`src/rtl/wb_master_pkg.sv`:
```
// Shared definitions for the Wishbone master sequencer: FSM encoding, default
// geometry and the register-slave address map used by the bus and its bench.
package wb_master_pkg;

    typedef enum logic [1:0] {
        IDLE = 2'd0,
        BUS  = 2'd1,
        RESP = 2'd2
    } state_t;

    localparam int DEF_ADDRWIDTH      = 7;
    localparam int DEF_DATAWIDTH      = 32;
    localparam int DEF_TIMEOUT_CYCLES = 255;
    localparam int SEL_WIDTH          = 4;

    localparam logic [6:0] ADR_SIGNATURE = 7'h00;
    localparam logic [6:0] ADR_REVISION  = 7'h01;
    localparam logic [6:0] ADR_SCRATCH   = 7'h02;
    localparam logic [6:0] ADR_CONTROL   = 7'h04;
    localparam logic [6:0] ADR_CLKDIV    = 7'h05;

    localparam logic [31:0] SIGNATURE_VALUE = 32'h0000_FEED;
    localparam logic [31:0] REVISION_VALUE  = 32'h0001_0002;

    // Byte-lane merge as a register slave applies a partial write.
    function automatic logic [31:0] byte_merge(input logic [31:0] old_val,
                                               input logic [31:0] new_val,
                                               input logic [3:0]  sel);
        logic [31:0] merged;
        merged = old_val;
        for (int b = 0; b < 4; b++) begin
            if (sel[b]) begin
                merged[8*b +: 8] = new_val[8*b +: 8];
            end
        end
        return merged;
    endfunction

endpackage

```
`src/rtl/wb_master_timeout.sv`:
```
// Saturating 8-bit bus-cycle counter; expire is high once TIMEOUT_CYCLES-1
// un-acknowledged cycles have been counted since the last clear.
module wb_master_timeout
    import wb_master_pkg::*;
#(
    parameter int TIMEOUT_CYCLES = DEF_TIMEOUT_CYCLES
) (
    input  logic clk,
    input  logic rst_n,
    input  logic clear,
    input  logic enable,
    output logic expire
);

    localparam logic [7:0] LIMIT = 8'(TIMEOUT_CYCLES - 1);

    logic [7:0] count_reg;
    logic [7:0] count_next;

    always_comb begin
        count_next = count_reg;
        if (clear) begin
            count_next = '0;
        end else if (enable && (count_reg != 8'hFF)) begin
            count_next = count_reg + 8'd1;
        end
    end

    always_ff @(posedge clk or negedge rst_n) begin
        if (!rst_n) begin
            count_reg <= '0;
        end else begin
            count_reg <= count_next;
        end
    end

    assign expire = (count_reg == LIMIT);

endmodule

```
`src/rtl/wb_master_sequencer.sv`:
```
// Single-outstanding Wishbone initiator: one command in, one bus cycle, one response out.
// Optional ACK timeout is built only when WB_MASTER_TIMEOUT_EN is defined.
module wb_master_sequencer
    import wb_master_pkg::*;
#(
    parameter int ADDRWIDTH      = DEF_ADDRWIDTH,
    parameter int DATAWIDTH      = DEF_DATAWIDTH,
    parameter int TIMEOUT_CYCLES = DEF_TIMEOUT_CYCLES
) (
    input  logic                 WBs_CLK_i,
    input  logic                 WBs_RST_n_i,
    input  logic                 cmd_valid_i,
    output logic                 cmd_ready_o,
    input  logic                 cmd_we_i,
    input  logic [ADDRWIDTH-1:0] cmd_adr_i,
    input  logic [SEL_WIDTH-1:0] cmd_sel_i,
    input  logic [DATAWIDTH-1:0] cmd_dat_i,
    output logic                 rsp_valid_o,
    input  logic                 rsp_ready_i,
    output logic [DATAWIDTH-1:0] rsp_dat_o,
    output logic                 rsp_err_o,
    output logic                 WBm_CYC_o,
    output logic                 WBm_STB_o,
    output logic                 WBm_WE_o,
    output logic [ADDRWIDTH-1:0] WBm_ADR_o,
    output logic [SEL_WIDTH-1:0] WBm_BYTE_STB_o,
    output logic [DATAWIDTH-1:0] WBm_DAT_o,
    input  logic [DATAWIDTH-1:0] WBm_DAT_i,
    input  logic                 WBm_ACK_i,
    output logic                 busy_o
);

    state_t                 state_reg,   state_next;
    logic                   cyc_reg,     cyc_next;
    logic                   we_reg,      we_next;
    logic [ADDRWIDTH-1:0]   adr_reg,     adr_next;
    logic [SEL_WIDTH-1:0]   sel_reg,     sel_next;
    logic [DATAWIDTH-1:0]   dat_reg,     dat_next;
    logic [DATAWIDTH-1:0]   rsp_dat_reg, rsp_dat_next;
    logic                   rsp_err_reg, rsp_err_next;

    logic tmo_clear;
    logic tmo_enable;
    logic tmo_expire;

`ifdef WB_MASTER_TIMEOUT_EN
    wb_master_timeout #(
        .TIMEOUT_CYCLES (TIMEOUT_CYCLES)
    ) u_timeout (
        .clk    (WBs_CLK_i),
        .rst_n  (WBs_RST_n_i),
        .clear  (tmo_clear),
        .enable (tmo_enable),
        .expire (tmo_expire)
    );
`else
    // Without the counter the bus waits for ACK forever; error never asserts.
    logic unused_tmo;
    assign tmo_expire = 1'b0;
    assign unused_tmo = tmo_clear ^ tmo_enable ^ (TIMEOUT_CYCLES == 0);
`endif

    always_comb begin
        state_next   = state_reg;
        cyc_next     = cyc_reg;
        we_next      = we_reg;
        adr_next     = adr_reg;
        sel_next     = sel_reg;
        dat_next     = dat_reg;
        rsp_dat_next = rsp_dat_reg;
        rsp_err_next = rsp_err_reg;
        tmo_clear    = 1'b0;
        tmo_enable   = 1'b0;

        case (state_reg)
            IDLE: begin
                if (cmd_valid_i) begin
                    state_next = BUS;
                    cyc_next   = 1'b1;
                    we_next    = cmd_we_i;
                    adr_next   = cmd_adr_i;
                    sel_next   = cmd_sel_i;
                    dat_next   = cmd_we_i ? cmd_dat_i : '0;
                    tmo_clear  = 1'b1;
                end
            end
            BUS: begin
                tmo_enable = !WBm_ACK_i;
                // ACK takes priority over a timeout expiring in the same cycle.
                if (WBm_ACK_i) begin
                    state_next   = RESP;
                    cyc_next     = 1'b0;
                    we_next      = 1'b0;
                    rsp_dat_next = we_reg ? '0 : WBm_DAT_i;
                    rsp_err_next = 1'b0;
                end else if (tmo_expire) begin
                    state_next   = RESP;
                    cyc_next     = 1'b0;
                    we_next      = 1'b0;
                    rsp_dat_next = '0;
                    rsp_err_next = 1'b1;
                end
            end
            RESP: begin
                if (rsp_ready_i) begin
                    state_next = IDLE;
                end
            end
            default: begin
                state_next = IDLE;
                cyc_next   = 1'b0;
                we_next    = 1'b0;
            end
        endcase
    end

    always_ff @(posedge WBs_CLK_i or negedge WBs_RST_n_i) begin
        if (!WBs_RST_n_i) begin
            state_reg   <= IDLE;
            cyc_reg     <= 1'b0;
            we_reg      <= 1'b0;
            adr_reg     <= '0;
            sel_reg     <= '0;
            dat_reg     <= '0;
            rsp_dat_reg <= '0;
            rsp_err_reg <= 1'b0;
        end else begin
            state_reg   <= state_next;
            cyc_reg     <= cyc_next;
            we_reg      <= we_next;
            adr_reg     <= adr_next;
            sel_reg     <= sel_next;
            dat_reg     <= dat_next;
            rsp_dat_reg <= rsp_dat_next;
            rsp_err_reg <= rsp_err_next;
        end
    end

    assign cmd_ready_o    = (state_reg == IDLE);
    assign busy_o         = (state_reg != IDLE);
    assign rsp_valid_o    = (state_reg == RESP);
    assign rsp_dat_o      = rsp_dat_reg;
    assign rsp_err_o      = rsp_err_reg;
    assign WBm_CYC_o      = cyc_reg;
    assign WBm_STB_o      = cyc_reg;
    assign WBm_WE_o       = we_reg;
    assign WBm_ADR_o      = adr_reg;
    assign WBm_BYTE_STB_o = sel_reg;
    assign WBm_DAT_o      = dat_reg;

endmodule

```
`config.mk`:
```
export PLATFORM = sky130hd
export DESIGN_NAME = wb_master_sequencer
export DESIGN_NICKNAME = d
export VERILOG_FILES = /design/src/rtl/wb_master_pkg.sv /design/src/rtl/wb_master_timeout.sv /design/src/rtl/wb_master_sequencer.sv
export SDC_FILE = /design/constraint.sdc
export NUM_CORES = 1
export LEC_CHECK = 0
export CORE_UTILIZATION = 35
export CTS_CLUSTER_SIZE = 30
export DETAILED_ROUTE_END_ITERATION = 10
export PLACE_DENSITY = 0.71
export SYNTH_ARGS = -nofsm -noshare
export SYNTH_HDL_FRONTEND = slang
export SYNTH_HIERARCHICAL = 1
export SYNTH_SLANG_ARGS = --single-unit
```
`constraint.sdc`:
```
create_clock -name WBs_CLK_i -period 1.95 [get_ports WBs_CLK_i]
set_input_delay 0.39 -clock WBs_CLK_i [delete_from_list [all_inputs] [get_ports WBs_CLK_i]]
set_output_delay 0.39 -clock WBs_CLK_i [all_outputs]
set_load 0.03 [all_outputs]
```
==> metrics.txt, run 1 <==
Max VDD drop 0.726 mV; Synth Cell Area 3150 um2; Final GP Congestion 0.807; cell taking the most area after synthesis dfrtp_1; clk buf depth 2; reg-to-reg slack, setup 400 ps; Synth Warn # 6; r2r worst-path depth 3; Nets 565; Cell Rows 34; fraction of layout cells with a size suffix above 1 7.77%; largest net degree at the start of global routing 64; f_max 541 MHz; gr usage total 17.8%; total chip power 8.89 mW; most numerous cell in the Yosys netlist nand2_1; ant diodes 0; H-tree levels 3; DRC 0; hold crit path type reg2reg; Synth top area share 62.8%; vias 2757; clock sinks 79; PortBufs 161; Vias/cell 4.62; Num CTS Buffers 9; unrepaired setup endpoints after global routing false; Syn Nets 407; Clock Latency Late Sink 340 ps; Top-Level Pins 163; number of fill cells 753; asr flop ratio synth 100%; worst hold path stage count 2; CP max FO 9; Post-Syn Instances 326; # setup viols final 0; Post-synth EDFFs 0; max-cap violations 0; status complete, no violations; Layout Skew 9.63 ps; Slew Viols, Final 0; CP startpoint kind flop; Core Area 8720 um2; clk root buf clkbuf_8; Die Ht 96.8 um; ANT nets after route 0; Setup crit end kind primary output; P_leak 2.28 nW; first-pass GRT wire length 13400 um; Tmin final 1850 ps; worst path required time 1560 ps; #FFs+latches synth 79; count of cell types in the netlist 20; area of the multi-input gates 1050 um2; placed cells 580; Tcrit/Tclk final 94.8%; PwrDens 1740 nW/um2; r2r endpoint WBm_ADR_o[5]; CP endpoint cmd_ready_o; WL final 8210 um; Register Area 1980 um2; final setup margin 102 ps; filler-free cell count of the finished design 597; Synth Flop Type dfrtp_1; sequential cell area fraction in the yosys report 62.8%; die area 9380 um2; Final Hold Viols 0; worst slack at placement 19.6 ps; GRT overflow 0; CTS tree yes; Starting Density 36.1%; setup TNS 0 ps; Worst-path clk slew 70 ps; synth top area cells dfrtp_1 63%, nand2_1 15%, o21ai_0 10%, mux2_4 2.9%, clkbuf_1 2.3%; syn avg cell area 9.66 um2; Area growth syn-to-layout 61.8%; CP startpoint state_reg[0]; DRT iter0 DRCs 131; DP Wirelength 5970 um; wire per inst 13.7 um; CP Class reg2out; vias in the first global route 2769; FF-to-FF Start state_reg[0]; die width 96.8 um; initial antenna violation count 0; Synth top cells by count 129 x nand2_1, 79 x dfrtp_1, 66 x o21ai_0; drt first pass iters 4; worst path arrival time 1460 ps
==> critical path, cell delays in order (launching register included) <==
cell           delay, ps
dfrtp_1              460
nor2_1               240
dlygate4sd2_1        430
==> kinds of logic after synthesis <==
group,after synthesis,synth area share [%]
simple gates,138,17.1
flops,79,62.8
compound gates,70,11.3
buf+inv,27,3.97
mux,11,4.65
other cells,1,0.119
==> layout by cell type, fill, tap and decap left out, types with 3 or more instances in the layout <==
cell	n
clkdlybuf4s50_1	157
nand2_1	129
dfrtp_1	79
o21ai_0	66
clkbuf_8	12
buf_4	8
mux2_4	6
mux2_2	5
nor2_1	3
inv_1	3
clkinvlp_4	3
dlygate4sd2_1	3
==> stage by stage <==
stage | instance area, um2 | hold WS, ps | utilization [%]
2_1_floorplan | 3150 | 94.4 | -
3_3_place_gp | 4870 | 301 | 55.9
3_5_place_dp | 4870 | 304 | 55.9
4_1_cts | 5090 | 465 | 58.4
5_1_grt | 5090 | 509 | 58.4
6_report | 5090 | 481 | 58.4
==> per-layer routing <==
metal	share of wire, %	global-route usage, %	up-vias
li1	-	-	1357
met1	43	21.9	1269
met2	46	28.4	119
met3	8.6	6.21	12
met4	1.7	7.58	0
met5	0	0	-
==> layout make-up <==
class | count | area share (%)
Sequential cell | 79 | 38.8
Timing Repair Buffer | 171 | 33.5
Multi-Input combinational cell | 220 | 20.5
Clock buffer | 12 | 3.24
Tap cell | 108 | 2.65
Clock inverter | 4 | 1.03
Inverter | 3 | 0.221
==> repair_timing <==
item,in CTS,in global routing
hold endpoints to repair,21,0
hold buffers,1,0
resized for setup,3,0
buffers inserted,0,0
endpoints found under the setup margin,3,0
==> worst min path at each step <==
stage | from | to | slack, ps
floorplan | WBs_RST_n_i | WBm_ADR_o[0] | 90
global placement | WBs_RST_n_i | rsp_dat_o[7] | 300
detailed placement | WBs_RST_n_i | rsp_dat_o[5] | 300
CTS | WBs_RST_n_i | rsp_dat_o[5] | 470
global route | WBs_RST_n_i | WBm_ADR_o[0] | 510
finish | WBm_DAT_o[22] | WBm_DAT_o[22] | 480
==> power breakdown <==
part,internal (mW),total (mW),switching (mW)
sequential,2.41,2.87,0.462
clock,0.696,1.27,0.575
combinational,1.96,4.75,2.78
No activity file was read; power rests on OpenSTA's default activity.
==> run 2: changes to the inputs <==
--- a/config.mk
+++ b/config.mk
@@ -8,7 +8,7 @@
 export CORE_UTILIZATION = 35
 export CTS_CLUSTER_SIZE = 30
 export DETAILED_ROUTE_END_ITERATION = 10
-export PLACE_DENSITY = 0.71
+export PLACE_DENSITY = 0.74
 export SYNTH_ARGS = -nofsm -noshare
 export SYNTH_HDL_FRONTEND = slang
 export SYNTH_HIERARCHICAL = 1
==> constraint.sdc (replaced) <==
create_clock -name WBs_CLK_i -period 1.7 [get_ports WBs_CLK_i]
set_input_delay 0.34 -clock WBs_CLK_i [delete_from_list [all_inputs] [get_ports WBs_CLK_i]]
set_output_delay 0.34 -clock WBs_CLK_i [all_outputs]
set_load 0.03 [all_outputs]
==> metrics.txt, run 2 (same netlist as run 1, synthesis figures left out) <==
# setup viols final 0 (unchanged); ANT nets after route 0 (unchanged); Sw Ratio 44.1% (was 43.0%); hold crit path type in2async (was reg2reg); PortBufs 161 (unchanged); Slew Viols, Final 0 (unchanged); Layout Skew 13.2 ps (was 9.63 ps); cts hold-fix bufs 0 (was 1); Top-Level Pins 163 (unchanged); Nets 569 (was 565); clk root buf clkbuf_8 (unchanged); clk buf depth 2 (unchanged); DP Area 4940 um2 (was 4870 um2); P_int 5.46 mW (was 5.07 mW); max-cap violations 0 (unchanged); Clock Latency Late Sink 330 ps (was 340 ps); H-tree levels 3 (unchanged); P_leak 2.59 nW (was 2.28 nW); FF-to-FF Start state_reg[0] (unchanged); placed cells 585 (was 580); DRT iter0 DRCs 46 (was 131); die width 96.8 um (unchanged); most common cell after layout, fill and taps aside nand2_1 (was clkdlybuf4s50_1); WL final 7900 um (was 8210 um); Cell Rows 34 (unchanged); status complete, no violations (unchanged); Worst-path clk slew 80 ps (was 70 ps); fraction of layout cells with a size suffix above 1 8.92% (was 7.77%); filler-free cell count of the finished design 601 (was 597); Starting Density 36.1% (unchanged); CP startpoint state_reg[0] (unchanged); clock network power share 15.7% (was 14.3%); combinational fraction of design power 51.3% (was 53.4%); final setup margin 57.7 ps (was 102 ps); wire per inst 13.1 um (was 13.7 um); Vias/cell 4.56 (was 4.62); Reg power frac 33.0% (was 32.3%); Setup crit end kind primary output (unchanged); Switch Pwr 4.31 mW (was 3.82 mW); clock sinks 79 (unchanged); f_max 609 MHz; most frequent cells in the layout 129 x nand2_1, 79 x dfrtp_1, 79 x clkdlybuf4s50_1 (was 157 x clkdlybuf4s50_1, 129 x nand2_1, 79 x dfrtp_1); worst path required time 1360 ps (was 1560 ps); vias 2738 (was 2757); Final GP Congestion 0.771 (was 0.807); PwrDens 1920 nW/um2 (was 1740 nW/um2); worst path arrival time 1300 ps (was 1460 ps); Core Area 8720 um2 (unchanged); Final Hold Viols 0 (unchanged); DP Wirelength 5780 um (was 5970 um); Num CTS Buffers 9 (unchanged); CP max FO 5 (was 9); first-pass GRT wire length 13200 um (was 13400 um); CP startpoint kind flop (unchanged); ant diodes 0 (unchanged); setup TNS 0 ps (unchanged); drt first pass iters 6 (was 4); Tcrit/Tclk final 96.6%; CTS tree yes (unchanged); Final Cell Area 5080 um2 (was 5090 um2); Tmin final 1640 ps; Max VDD drop 1.04 mV (was 0.726 mV); worst slack at placement -174 ps (was 19.6 ps); GRT overflow 0 (unchanged); CP Class reg2out (unchanged); unrepaired setup endpoints after global routing false (unchanged); Die Ht 96.8 um (unchanged); Area growth syn-to-layout 61.3% (was 61.8%); gr usage total 17.5% (was 17.8%); vias in the first global route 2719 (was 2769); largest net degree at the start of global routing 80 (was 64); Min Hold Slack 11.3 ps (was 481 ps); initial antenna violation count 0 (unchanged); DRC 0 (unchanged); die area 9380 um2 (unchanged)
-- run 2: cell count changes in the layout (fill, tap and decap cells not counted), sizes merged, moves of 2 or more --
| cell | previous run | this run |
|---|---|---|
| clkdlybuf4s50 | 157 | 79 |
| buf | 10 | 17 |
| clkinvlp | 3 | 0 |
| dlymetal6s2s | 0 | 4 |
| clkbuf | 12 | 14 |
| dlygate4sd2 | 3 | 74 |
-- run 2: what timing repair did --
item                       4_1_cts  5_1_grt
resized for setup               75        6
setup endpoints to repair       75        5
buffers inserted                 0        0
-- run 2: worst paths after layout --
path	end	slack (ps)	depth (start not counted)
worst max register to register	WBm_BYTE_STB_o[1]	180	3
min in group WBs_CLK_i	rsp_dat_o[29]	470	2
worst min register to register	rsp_dat_o[29]	470	2
max in group asynchronous	WBm_ADR_o[3]	1350	2
worst min-delay path	rsp_dat_o[9]	10	2
worst max-delay path	rsp_valid_o	60	3
-- run 2: through the flow --
step	util (%)	total power, mW
6_report	58.2	9.76
5_1_grt	58.2	10.4
3_5_place_dp	56.7	8.97
4_1_cts	58.1	9.92
3_3_place_gp	56.7	8.84
2_1_floorplan	-	6.37
-- run 2: area by class of cell --
class / instances / area [um2]
Clock buffer: 13 / 159
Clock inverter: 3 / 65.1
Multi-Input combinational cell: 220 / 1050
Sequential cell: 79 / 1980
Tap cell: 108 / 135
Fill cell: 778 / 3640
Timing Repair Buffer: 175 / 1680
Inverter: 3 / 11.3
-- run 2: routing by layer --
metal,wire length (um),share of wire (%),GRT usage (%),vias to the layer above
li1,-,-,-,1369
met3,896,11,7.88,12
met2,3570,45,27.5,125
met4,119,1.5,5.97,0
met5,0,0,0,-
met1,3320,42,21.4,1232
-- run 2: critical path: stages (launching register included) --
cell     delay, ps
dfrtp_1        430
buf_4          170
and2b_1        200
buf_4          160
-- run 2: power groups by stage --
stage	Combinational, mW	Clock [mW]	Sequential (mW)
final	5.01	1.53	3.22
after global routing	5.40	1.66	3.35
after CTS	5.09	1.59	3.24
after detailed placement	5.67	0	3.30
after global placement	5.58	0	3.26
after floorplan	1.38	0	4.99
==> run 3: changes to the inputs <==
--- a/config.mk
+++ b/config.mk
@@ -5,6 +5,7 @@
 export SDC_FILE = /design/constraint.sdc
 export NUM_CORES = 1
 export LEC_CHECK = 0
+export ABC_AREA = 1
 export CORE_UTILIZATION = 35
 export CTS_CLUSTER_SIZE = 30
 export DETAILED_ROUTE_END_ITERATION = 10
==> metrics.txt, run 3 <==
Synth Warn # 6 (unchanged); asr flop ratio synth 100% (unchanged); worst path required time 1360 ps (about the same); r2r endpoint WBm_BYTE_STB_o[0] (was WBm_BYTE_STB_o[1]); drt first pass iters 4 (was 6); Max VDD drop 0.924 mV (was 1.04 mV); number of fill cells 794 (was 778); Clock Latency Late Sink 330 ps (about the same); Cell Rows 34 (unchanged); HP Start WBm_DAT_o[10]; DP Wirelength 5880 um (was 5780 um); placed cells 606 (was 585); PwrDens 1930 nW/um2 (was 1920 nW/um2); worst-path cell chain nor2_4, clkdlybuf4s15_1 (was buf_4, and2b_1, buf_4); total chip power 9.62 mW (was 9.76 mW); Post-Syn Instances 349 (was 326); r2r worst-path depth 7 (was 3); CP max FO 4 (was 5); Hold EP WBm_DAT_o[10]; ANT nets after route 0 (unchanged); initial antenna violation count 0 (unchanged); WL final 8070 um (was 7900 um); FF-to-FF Start state_reg[0] (unchanged); DRT iter0 DRCs 48 (was 46); clk root buf clkbuf_8 (unchanged); setup TNS 0 ps (unchanged); Register Area 1980 um2 (unchanged); syn avg cell area 9.06 um2 (was 9.66 um2); max-cap violations 0 (unchanged); wire per inst 13.0 um (was 13.1 um); P_leak 2.72 nW (was 2.59 nW); status complete, no violations (unchanged); H-tree levels 3 (unchanged); clk buf depth 2 (unchanged); Layout Skew 4.40 ps (was 13.2 ps); Synth top cells by count 200 x nand2_1, 79 x dfrtp_1, 17 x o21ai_1 (was 129 x nand2_1, 79 x dfrtp_1, 66 x o21ai_0); Min Hold Slack 476 ps (was 11.3 ps); Area growth syn-to-layout 57.5% (was 61.3%); worst hold path stage count 2; area of the multi-input gates 971 um2 (was 1050 um2); CP startpoint kind flop (unchanged); CTS tree yes (unchanged); Nets 591 (was 569); vias in the first global route 2768 (was 2719); CP max stage cell dfrtp_1 (unchanged); clock sinks 79 (unchanged); Tmin final 1620 ps (was 1640 ps); synth top area cells dfrtp_1 63%, nand2_1 24%, buf_6 3.9%, o21ai_1 2.7%, o21ai_0 2.5% (was dfrtp_1 63%, nand2_1 15%, o21ai_0 10%, mux2_4 2.9%, clkbuf_1 2.3%); Final Hold Viols 0 (unchanged); Core Area 8720 um2 (unchanged); Num CTS Buffers 9 (unchanged); final setup margin 79.7 ps (was 57.7 ps); hold crit path type reg2reg (was in2async); Starting Density 36.2% (was 36.1%); most common cell after layout, fill and taps aside nand2_1 (unchanged); slowest stage delay, CP 440 ps (was 430 ps); die area 9410 um2 (was 9380 um2); Slew Viols, Final 0 (unchanged); Synth top area share 62.5% (was 62.8%); Die Ht 97.0 um (was 96.8 um); Synth Cell Area 3160 um2 (was 3150 um2); cell taking the most area after synthesis dfrtp_1 (unchanged); ant diodes 0 (unchanged); Final Cell Area 4980 um2 (was 5080 um2); sequential cell area fraction in the yosys report 62.5% (was 62.8%); Final GP Congestion 0.777 (was 0.771); Setup crit end kind primary output (unchanged); Top-Level Pins 163 (unchanged); gr usage total 18.0% (was 17.5%); # setup viols final 0 (unchanged); unrepaired setup endpoints after global routing false (unchanged); worst path arrival time 1280 ps (was 1300 ps); Post-synth EDFFs 0 (unchanged); first-pass GRT wire length 13400 um (was 13200 um); f_max 617 MHz (was 609 MHz); count of cell types in the netlist 14 (was 20); largest net degree at the start of global routing 66 (was 80); most numerous cell in the Yosys netlist nand2_1 (unchanged); DP Area 4870 um2 (was 4940 um2); Final Util 57.1% (was 58.2%); Vias/cell 4.48 (was 4.56); PortBufs 161 (unchanged); Worst-path clk slew 80 ps (about the same); Syn Nets 430 (was 407); die width 97.0 um (was 96.8 um); Synth Flop Type dfrtp_1 (unchanged); most frequent cells in the layout 200 x nand2_1, 79 x dfrtp_1, 79 x clkdlybuf4s50_1 (was 129 x nand2_1, 79 x dfrtp_1, 79 x clkdlybuf4s50_1); filler-free cell count of the finished design 621 (was 601); CP Class reg2out (unchanged); vias 2785 (was 2738); Tcrit/Tclk final 95.3% (was 96.6%); DRC 0 (unchanged); fraction of layout cells with a size suffix above 1 6.04% (was 8.92%); reg-to-reg slack, setup 370 ps (was 180 ps); #FFs+latches synth 79 (unchanged); GRT overflow 0 (unchanged); worst slack at placement 66.3 ps (was -174 ps)
-- run 3: changes by cell type after synthesis, moves of 4 or more --
cell / previous run / this run
nand2_1: 129 / 200
o21ai_0: 66 / 16
o21ai_1: 0 / 17
clkbuf_1: 19 / 4
buf_6: 2 / 11
mux2_4: 6 / 0
mux2_2: 5 / 0
buf_4: 2 / 6
inv_1: 3 / 7
-- run 3: layout make-up --
type,instances,share of cell area [%]
Clock buffer,10,2.56
Clock inverter,4,1.46
Sequential cell,79,39.7
Inverter,9,0.679
Timing Repair Buffer,171,33.4
Tap cell,108,2.71
Multi-Input combinational cell,240,19.5
-- run 3: worst max-delay path, delay by kind of cell, from the launching register on --
family | cells | cell delay, ps
DFF | 1 | 440
buffers and inverters | 1 | 370
and+or+nand+nor | 1 | 140
-- run 3: what timing repair did --
action / 4_1_cts / 5_1_grt
hold buffers: 1 / 0
hold endpoints to repair: 25 / 0
setup buffers: 0 / 0
endpoints found under the setup margin: 79 / 5
resized for setup: 81 / 7
-- run 3: logic make-up after synthesis --
| family | Yosys count | synth area share, % |
|---|---|---|
| AOI/OAI and AO/OA | 33 | 5.23 |
| DFF | 79 | 62.5 |
| other | 1 | 0.119 |
| and+or+nand+nor | 206 | 25.2 |
| buffers and inverters | 30 | 6.89 |
-- run 3: power breakdown --
part | leakage [nW] | internal (mW) | switching [mW]
Combinational | 1.61 | 1.66 | 3.29
Clock | 0.0982 | 0.809 | 0.629
Sequential | 1.01 | 2.76 | 0.471
Total | 2.72 | 5.22 | 4.39
-- run 3: metal layers --
| metal | vias up | track usage (%) | wire length, um |
|---|---|---|---|
| met2 | 113 | 28.1 | 3650 |
| met5 | - | 0 | 0 |
| li1 | 1388 | - | - |
| met1 | 1276 | 23.2 | 3620 |
| met4 | 0 | 7.23 | 95 |
| met3 | 8 | 5.64 | 717 |
-- run 3: worst max-delay path by stage --
stage	start	to	cells past startpoint
finish	state_reg[0]	cmd_ready_o	2
global route	state_reg[0]	cmd_ready_o	2
CTS	rsp_dat_o[31]	rsp_dat_o[31]	1
detailed placement	state_reg[0]	rsp_valid_o	4
global placement	state_reg[0]	rsp_valid_o	4
floorplan	state_reg[0]	WBm_ADR_o[0]	6
